$ cat src/rtl/fifo_pkg.sv
// Shared FIFO constants and elaboration-time helpers.
// Used by the interface, the storage array and the FIFO top level.
package fifo_pkg;
    localparam int DEF_DATA_W = 8;
    localparam int DEF_DEPTH  = 16;

    function automatic int clog2(input int v);
        int r;
        r = 0;
        while ((1 << r) < v) r++;
        return r;
    endfunction

    // Depth must be a power of two so that pointer rollover is plain binary wrap.
    function automatic bit params_ok(input int depth, input int af, input int ae);
        return (depth >= 4) && ((depth & (depth - 1)) == 0) && (ae < af) && (af <= depth);
    endfunction
endpackage

$ cat src/rtl/sync_fifo_param_if.sv
// Producer/consumer port bundle for sync_fifo_param.
// The master side drives requests; the slave side is the FIFO.
interface sync_fifo_param_if
    import fifo_pkg::*;
#(
    parameter int DATA_W = DEF_DATA_W,
    parameter int DEPTH  = DEF_DEPTH
);
    localparam int AW = clog2(DEPTH);

    logic              clr;
    logic              wr_en;
    logic [DATA_W-1:0] wr_data;
    logic              rd_en;
    logic [DATA_W-1:0] rd_data;
    logic              rd_valid;
    logic              full;
    logic              empty;
    logic              almost_full;
    logic              almost_empty;
    logic [AW:0]       count;
    logic              overflow;
    logic              underflow;

    modport master (
        output clr, wr_en, wr_data, rd_en,
        input  rd_data, rd_valid, full, empty, almost_full, almost_empty,
               count, overflow, underflow
    );

    modport slave (
        input  clr, wr_en, wr_data, rd_en,
        output rd_data, rd_valid, full, empty, almost_full, almost_empty,
               count, overflow, underflow
    );
endinterface

$ cat src/rtl/fifo_mem.sv
// DEPTH x DATA_W storage: one synchronous write port, one asynchronous read port.
// No reset; contents are only meaningful between the FIFO pointers.
module fifo_mem #(
    parameter int DATA_W = 8,
    parameter int DEPTH  = 16,
    parameter int AW     = 4
) (
    input  logic              clk,
    input  logic              we,
    input  logic [AW-1:0]     waddr,
    input  logic [DATA_W-1:0] wdata,
    input  logic [AW-1:0]     raddr,
    output logic [DATA_W-1:0] rdata
);
    logic [DATA_W-1:0] mem [DEPTH];

    always_ff @(posedge clk) begin
        if (we) mem[waddr] <= wdata;
    end

    assign rdata = mem[raddr];
endmodule

$ cat src/rtl/sync_fifo_param.sv
// Parametrised single-clock FIFO with occupancy count, threshold flags, sticky
// error flags and optional first-word-fall-through output.
module sync_fifo_param
    import fifo_pkg::*;
#(
    parameter int DATA_W    = DEF_DATA_W,
    parameter int DEPTH     = DEF_DEPTH,
    parameter int AF_THRESH = 14,
    parameter int AE_THRESH = 2,
    parameter bit FWFT      = 1'b0
) (
    input  logic               clk,
    input  logic               rst_n,
    sync_fifo_param_if.slave   fif
);
    localparam int AW = clog2(DEPTH);
    localparam logic [AW:0] CNT_FULL = (AW+1)'(DEPTH);
    localparam logic [AW:0] CNT_AF   = (AW+1)'(AF_THRESH);
    localparam logic [AW:0] CNT_AE   = (AW+1)'(AE_THRESH);
    localparam logic [AW:0] ONE      = (AW+1)'(1);

    if (!params_ok(DEPTH, AF_THRESH, AE_THRESH)) begin : g_bad_params
        $error("sync_fifo_param: illegal DEPTH/AF_THRESH/AE_THRESH combination");
    end

    logic [AW:0]       wr_ptr, rd_ptr, count, count_nxt;
    logic              full_q, empty_q, af_q, ae_q, ovf_q, udf_q;
    logic              push, pop;
    logic [DATA_W-1:0] mem_rd;

    // Acceptance uses the registered flags, so WR_EN/RD_EN never reach an output combinationally.
    assign push = fif.wr_en && !full_q;
    assign pop  = fif.rd_en && !empty_q;

    always_comb begin
        count_nxt = count;
        if (push && !pop)      count_nxt = count + ONE;
        else if (pop && !push) count_nxt = count - ONE;
    end

    always_ff @(posedge clk or negedge rst_n) begin
        if (!rst_n) begin
            wr_ptr  <= '0;
            rd_ptr  <= '0;
            count   <= '0;
            full_q  <= 1'b0;
            empty_q <= 1'b1;
            af_q    <= 1'b0;
            ae_q    <= 1'b1;
            ovf_q   <= 1'b0;
            udf_q   <= 1'b0;
        end else if (fif.clr) begin
            wr_ptr  <= '0;
            rd_ptr  <= '0;
            count   <= '0;
            full_q  <= 1'b0;
            empty_q <= 1'b1;
            af_q    <= 1'b0;
            ae_q    <= 1'b1;
            ovf_q   <= 1'b0;
            udf_q   <= 1'b0;
        end else begin
            if (push) wr_ptr <= wr_ptr + ONE;
            if (pop)  rd_ptr <= rd_ptr + ONE;
            count   <= count_nxt;
            full_q  <= (count_nxt == CNT_FULL);
            empty_q <= (count_nxt == '0);
            af_q    <= (count_nxt >= CNT_AF);
            ae_q    <= (count_nxt <= CNT_AE);
            if (fif.wr_en && full_q)  ovf_q <= 1'b1;
            if (fif.rd_en && empty_q) udf_q <= 1'b1;
        end
    end

    fifo_mem #(.DATA_W(DATA_W), .DEPTH(DEPTH), .AW(AW)) u_mem (
        .clk   (clk),
        .we    (push && !fif.clr),
        .waddr (wr_ptr[AW-1:0]),
        .wdata (fif.wr_data),
        .raddr (rd_ptr[AW-1:0]),
        .rdata (mem_rd)
    );

    if (FWFT) begin : g_fwft
        // Head word is shown directly; forced to zero when empty so reset/flush leave RD_DATA at 0.
        assign fif.rd_data  = empty_q ? '0 : mem_rd;
        assign fif.rd_valid = !empty_q;
    end else begin : g_reg
        logic [DATA_W-1:0] rd_data_q;
        logic              rd_valid_q;

        always_ff @(posedge clk or negedge rst_n) begin
            if (!rst_n) begin
                rd_data_q  <= '0;
                rd_valid_q <= 1'b0;
            end else if (fif.clr) begin
                rd_data_q  <= '0;
                rd_valid_q <= 1'b0;
            end else begin
                rd_valid_q <= pop;
                if (pop) rd_data_q <= mem_rd;
            end
        end

        assign fif.rd_data  = rd_data_q;
        assign fif.rd_valid = rd_valid_q;
    end

    assign fif.full         = full_q;
    assign fif.empty        = empty_q;
    assign fif.almost_full  = af_q;
    assign fif.almost_empty = ae_q;
    assign fif.count        = count;
    assign fif.overflow     = ovf_q;
    assign fif.underflow    = udf_q;
endmodule

$ cat src/flat_wrapper.sv
// flat-port wrapper written by rule: the top's interface ports become plain ports
module sync_fifo_param_flat import fifo_pkg::*;
#(
    parameter int DATA_W    = DEF_DATA_W,
    parameter int DEPTH     = DEF_DEPTH,
    parameter int AF_THRESH = 14,
    parameter int AE_THRESH = 2,
    parameter bit FWFT      = 1'b0
)
  (clk, rst_n, fif_clr, fif_wr_en, fif_wr_data, fif_rd_en, fif_rd_data, fif_rd_valid, fif_full, fif_empty, fif_almost_full, fif_almost_empty, fif_count, fif_overflow, fif_underflow);
  sync_fifo_param_if #(.DATA_W(DATA_W), .DEPTH(DEPTH)) fif_i ();
  input  logic clk;
  input  logic rst_n;
  input wire logic [$bits(fif_i.clr)-1:0] fif_clr;
  input wire logic [$bits(fif_i.wr_en)-1:0] fif_wr_en;
  input wire logic [$bits(fif_i.wr_data)-1:0] fif_wr_data;
  input wire logic [$bits(fif_i.rd_en)-1:0] fif_rd_en;
  output wire logic [$bits(fif_i.rd_data)-1:0] fif_rd_data;
  output wire logic [$bits(fif_i.rd_valid)-1:0] fif_rd_valid;
  output wire logic [$bits(fif_i.full)-1:0] fif_full;
  output wire logic [$bits(fif_i.empty)-1:0] fif_empty;
  output wire logic [$bits(fif_i.almost_full)-1:0] fif_almost_full;
  output wire logic [$bits(fif_i.almost_empty)-1:0] fif_almost_empty;
  output wire logic [$bits(fif_i.count)-1:0] fif_count;
  output wire logic [$bits(fif_i.overflow)-1:0] fif_overflow;
  output wire logic [$bits(fif_i.underflow)-1:0] fif_underflow;
  assign fif_i.clr = fif_clr;
  assign fif_i.wr_en = fif_wr_en;
  assign fif_i.wr_data = fif_wr_data;
  assign fif_i.rd_en = fif_rd_en;
  assign fif_rd_data = fif_i.rd_data;
  assign fif_rd_valid = fif_i.rd_valid;
  assign fif_full = fif_i.full;
  assign fif_empty = fif_i.empty;
  assign fif_almost_full = fif_i.almost_full;
  assign fif_almost_empty = fif_i.almost_empty;
  assign fif_count = fif_i.count;
  assign fif_overflow = fif_i.overflow;
  assign fif_underflow = fif_i.underflow;
  sync_fifo_param #(.DATA_W(DATA_W), .DEPTH(DEPTH), .AF_THRESH(AF_THRESH), .AE_THRESH(AE_THRESH), .FWFT(FWFT)) u_core (.clk(clk), .rst_n(rst_n), .fif(fif_i));
endmodule
$ cat config.mk
export PLATFORM = sky130hd
export DESIGN_NAME = sync_fifo_param_flat
export DESIGN_NICKNAME = d
export VERILOG_FILES = /design/src/rtl/fifo_pkg.sv /design/src/rtl/sync_fifo_param_if.sv /design/src/rtl/fifo_mem.sv /design/src/rtl/sync_fifo_param.sv /design/src/flat_wrapper.sv
export SDC_FILE = /design/constraint.sdc
export NUM_CORES = 1
export LEC_CHECK = 0
export ABC_AREA = 1
export BUFFER_PORTS_ARGS = -buffer_cell sky130_fd_sc_hd__clkbuf_2
export CORE_MARGIN = 3
export CORE_UTILIZATION = 60
export DETAILED_ROUTE_END_ITERATION = 10
export PLACE_DENSITY_LB_ADDON = 0.25
export SKIP_LAST_GASP = 1
export SYNTH_ARGS = -nofsm -noshare
export SYNTH_HDL_FRONTEND = slang
export SYNTH_SLANG_ARGS = --single-unit
$ cat constraint.sdc
create_clock -name clk -period 3.27 [get_ports clk]
set_input_delay 0.327 -clock clk [delete_from_list [all_inputs] [get_ports clk]]
set_output_delay 0.327 -clock clk [all_outputs]
set_load 0.01 [all_outputs]
Word-level counts from Yosys, hierarchy flattened --
Memories as Yosys holds them, arrays and structs flattened. Index checks and enable logic that the tools add are counted.
Cells by class: reductions and logical operators 17, muxes and demuxes 20, equal/unequal tests 1, add/sub/neg operators 4, order comparisons 2
Operator list (count):
- $mux W5 | 7
- $mux W8 | 2
- $add A5 B1 Y5 const B | 3
- $mux W1 | 11
- $reduce_bool A2 Y1 | 4
- $logic_and A1 B1 Y1 | 7
- $eq A5 B5 Y1 const B | 1
- $ge A5 B4 Y1 const B | 1
- $le A5 B2 Y1 const B | 1
- $logic_not A1 Y1 | 5
- $logic_not A5 Y1 | 1
- $sub A5 B1 Y5 const B | 1
Storage, ports and cells: memories kept 1, logic and storage cells 56, RAM bits 128, bits in registers 30
Memories:
- u_core.u_mem.mem | words 16, width 8, rd ports 1, clocked after memory_dff 0, write ports 1, RTL line fifo_mem.sv:15 | logic [DATA_W-1:0] mem [DEPTH];

Longest topological paths before layout --
word-level depth 8, depth in mapped cells 13, gate-level depth less buffers 13

Cells and area by module --
Synthesis repeated with hierarchy kept, for this count alone.
Second synthesis, totals: cells, all modules 704, area, all modules 6944.2 sq um
Modules (own cells, without submodules):
- fifo_mem | cells each 543, area an instance 5606.6 sq um, times used 1
- sync_fifo_param | cells each 161, area an instance 1337.5 sq um, times used 1

Worst setup path before layout --
OpenSTA, ideal clock, no wires.
kind register -> register, from register u_core.full_q (netlist: u_core.fif.full), to memory u_core.u_mem.mem[13][0], enable pin, setup slack 1.336 ns, arrival 1.551 ns, required time 2.887 ns, buffers on the path 0, stages on the path, launching flop included 6, library setup time 0.383 ns, cell sequence dfrtp_1 > inv_1 > nand2_1 > nor2_1 > clkinv_1 > nor3_1
Between the ends: cells in the longest elaborated chain, start to end 5
RTL lines:
- from (decl) | RTL line sync_fifo_param.sv:27 | logic full_q, empty_q, af_q, ae_q, ovf_q, udf_q;
- from (signal assigned) | RTL line sync_fifo_param.sv:66 | full_q <= (count_nxt == CNT_FULL);
- $logic_not A1 Y1 | RTL line sync_fifo_param.sv:32 | assign push = fif.wr_en && !full_q;
- $logic_and A1 B1 Y1 | RTL line sync_fifo_param.sv:32
- $logic_and A1 B1 Y1 | RTL line sync_fifo_param.sv:77 | .we (push && !fif.clr),
- $mux W1 | RTL line fifo_mem.sv:18 | if (we) mem[waddr] <= wdata;
- $mux W1 (implied by the code) | RTL line fifo_mem.sv:18
- to (decl) | RTL line fifo_mem.sv:15
No other way between the ends.

Final worst setup path --
from register u_core.rd_ptr[2], to register u_core.rd_ptr[3]
Between the ends: cells in the longest elaborated chain, start to end 3
RTL lines:
- from (decl) | RTL line sync_fifo_param.sv:26 | logic [AW:0] wr_ptr, rd_ptr, count, count_nxt;
- from (signal assigned) | RTL line sync_fifo_param.sv:64 | if (pop) rd_ptr <= rd_ptr + ONE;
- $add A5 B1 Y5 | RTL line sync_fifo_param.sv:64
- $mux W5 | RTL line sync_fifo_param.sv:64
- $mux W5 | RTL line sync_fifo_param.sv:52 | end else if (fif.clr) begin
No other way between the ends. The select of a mux whose other input is x is not followed. A chain may end at the register's enable or synchronous reset.

==> out/results.ini <==
[timing]
holdWs_ps=80.9
fin_setup_tns_ps=0
slew_headroom_pct=44.6
drv_slew=0
period_share_pct=66.0
finalHoldViolCount=0
rsz0062_at_grt=no
fin_skew_ps=8.14
setup_viol=0
min_period_ps=2160
timing.fmax_mhz=463
tightestPinTransition_ps=828

[finish]
multi_input_area_mm2=0.00175
regArea_mm2=0.00455
final_cell_mix=128 x edfxtp_1, 119 x nor2_1, 100 x nand2_1
fin_nets=648
drive_above_1_share_pct=14.4
area_growth_pct=13.3
final_common_cell=edfxtp_1
antenna_cells=0
num-fill-cells=741
post-route-util_pct=70.9

[detailed_routing]
drc=0
vias_per_cell=5.88
first_pass_iters=5
drt_iter0_markers=791
drt-total-wl_mm=14.9
detail-route-antenna-nets=0
num_vias=4570
wl_per_cell_um=19.1

[power]
leakagePower_nw=2.88
ir_drop_v=0.000397
power.density_mw_per_mm2=673

[clock_tree]
cts.clk_slew.worst_paths_ps=60
clockRootBuffer=clkbuf_8
cts_setup_buffers=0
clock_sinks=156
cts_tree=yes
cts_buffers=17
cts_resized=0
cts_buffer_depth=2
clk_latency_ps=520
cts_max_level=4

[run]
maxCapViolations=0

[floorplanning]
dieHeight_um=110
fp.coreArea_mm2=0.0105
initial_utilization_pct=62.6
rows=37
die_x_um=110
die-area_mm2=0.0122
io-pin-count=33

[worst_setup_path]
end_kind=register
crit_fanout=19
start_kind=register
worstPathCellList=clkinv_1 > nor3_1 > o21ai_0 > a21oi_1
critPathRequiredTime_ps=3720
crit_buf_inv=1
path_class=reg2reg
cpLargestDelayFamily=flip-flops
crit_slowest_cell=dfrtp_1
critPathArrivalTime_ps=2610
slowest_delay_ps=690

[global_route]
overflow=0
grt_pass1_vias=4389
antenna_found_initial=0
grt_use_total_pct=25.1
grt_pass1_wl_mm=23.7
grt_max_degree=67

[yosys]
syn_nets=607
ys_warn_count=0
syn_area_mm2=0.00655
syn_inst=587
avgSynthCellArea_um2=11.2
yosysUniqueCellTypes=28
synth_seq_cells=156
ys_seq_area_share_pct=69.5

[min_path]
hold_class=in2reg

[placed_design]
gp_congestion=0.893
dp_hpwl_mm=9.36
port_buffers=32

[run_status]
status=finished clean

## registers in the layout (all words and copies together), names as in the netlist
signal / cells
u_core.fif.almost_empty: 1
u_core.fif.rd_data: 8
u_core.fif.overflow: 1
u_core.fif.count: 5
u_core.wr_ptr: 4
u_core.fif.full: 1
u_core.fif.almost_full: 1
u_core.u_mem.mem: 128
u_core.fif.underflow: 1
u_core.fif.empty: 1
u_core.fif.rd_valid: 1
u_core.rd_ptr: 4
## final cells by class
| type | count | area share, % |
|---|---|---|
| repair buffers | 48 | 3.98 |
| clock buffers | 17 | 5.58 |
| well taps | 136 | 2.29 |
| inverters | 28 | 1.42 |
| clock inverters | 15 | 1.84 |
| multi-input cells | 377 | 23.6 |
| flip-flops and latches | 156 | 61.3 |
## per-stage QoR
stage | setup slack [ps] | instances | area (um2) | total power [mW]
2_1_floorplan | 1340 | 587 | 6550 | 2.94
4_1_cts | 1170 | 777 | 7420 | 5.01
6_report | 1110 | 777 | 7420 | 4.99
5_1_grt | 987 | 777 | 7420 | 5.22
3_3_place_gp | 1220 | 744 | 6860 | 3.17
3_5_place_dp | 1130 | 744 | 6860 | 3.20
## Yosys cell counts (all sizes together)
library cell  number  area (um2)
buf               18         118
clkbuf             8        30.0
edfxtp           128        3840
nor3              16        85.1
a21oi              8        40.0
a22o               2        17.5
nand3             37         185
nand2            103         394
dfstp              2        52.6
o211ai            16         120
xor2               1        16.3
clkinv             2        7.51
nand3b             1        7.51
o21ai             62         310
nor4               1        6.26
ha                 7        87.6
inv               26        97.6
nor2             123         477
dfrtp             26         651
## kinds of logic after synthesis
logic type / count (synthesis) / share of synthesized area [%]
xor gates and xnor gates: 1 / 0.249
AOI/OAI and AO/OA: 88 / 7.45
buffers and inverters: 54 / 3.86
and+or+nand+nor: 281 / 17.6
DFF: 156 / 69.5
adders and majority gates: 7 / 1.34
## per-layer routing
metal	wire length [um]	part of all wire, %	up-vias	GRT usage, %
met5	0	0	-	0
met4	352	2.4	0	8.46
met3	1450	9.7	38	6.25
met2	7220	49	270	39.1
met1	5840	39	2149	35.0
li1	-	-	2113	-
## power by group
part | leakage [nW] | internal (mW) | switching (mW)
Sequential | 1.53 | 2.24 | 0.0741
Clock | 0.264 | 1.02 | 0.805
Combinational | 1.09 | 0.268 | 0.589
Total | 2.88 | 3.53 | 1.47
## path summary, 6_finish.rpt
path | cells after the start | start | end | slack, ps
min in group asynchronous | 2 | rst_n | u_core.fif.rd_data[2] | 400
setup / recovery | 4 | u_core.rd_ptr[2] | u_core.rd_ptr[3] | 1110
setup reg to reg | 4 | u_core.rd_ptr[2] | u_core.rd_ptr[3] | 1110
hold reg to reg | 2 | u_core.fif.rd_data[4] | u_core.fif.rd_data[4] | 490
max in group asynchronous | 2 | rst_n | u_core.rd_ptr[0] | 2360
hold / removal | 3 | fif_wr_en | u_core.fif.overflow | 80
## what timing repair did
action                                  4_1_cts  5_1_grt
hold buffers                                  1        0
endpoints found under the setup margin        0        0
endpoints found under the hold margin        26        0
## worst reg2reg max path, cell delays in order, from the launching register on
cell      delay (ps)
dfrtp_1          690
clkinv_1         660
nor3_1           490
o21ai_0          130
a21oi_1          130
(Power assumes the default switching activity.)
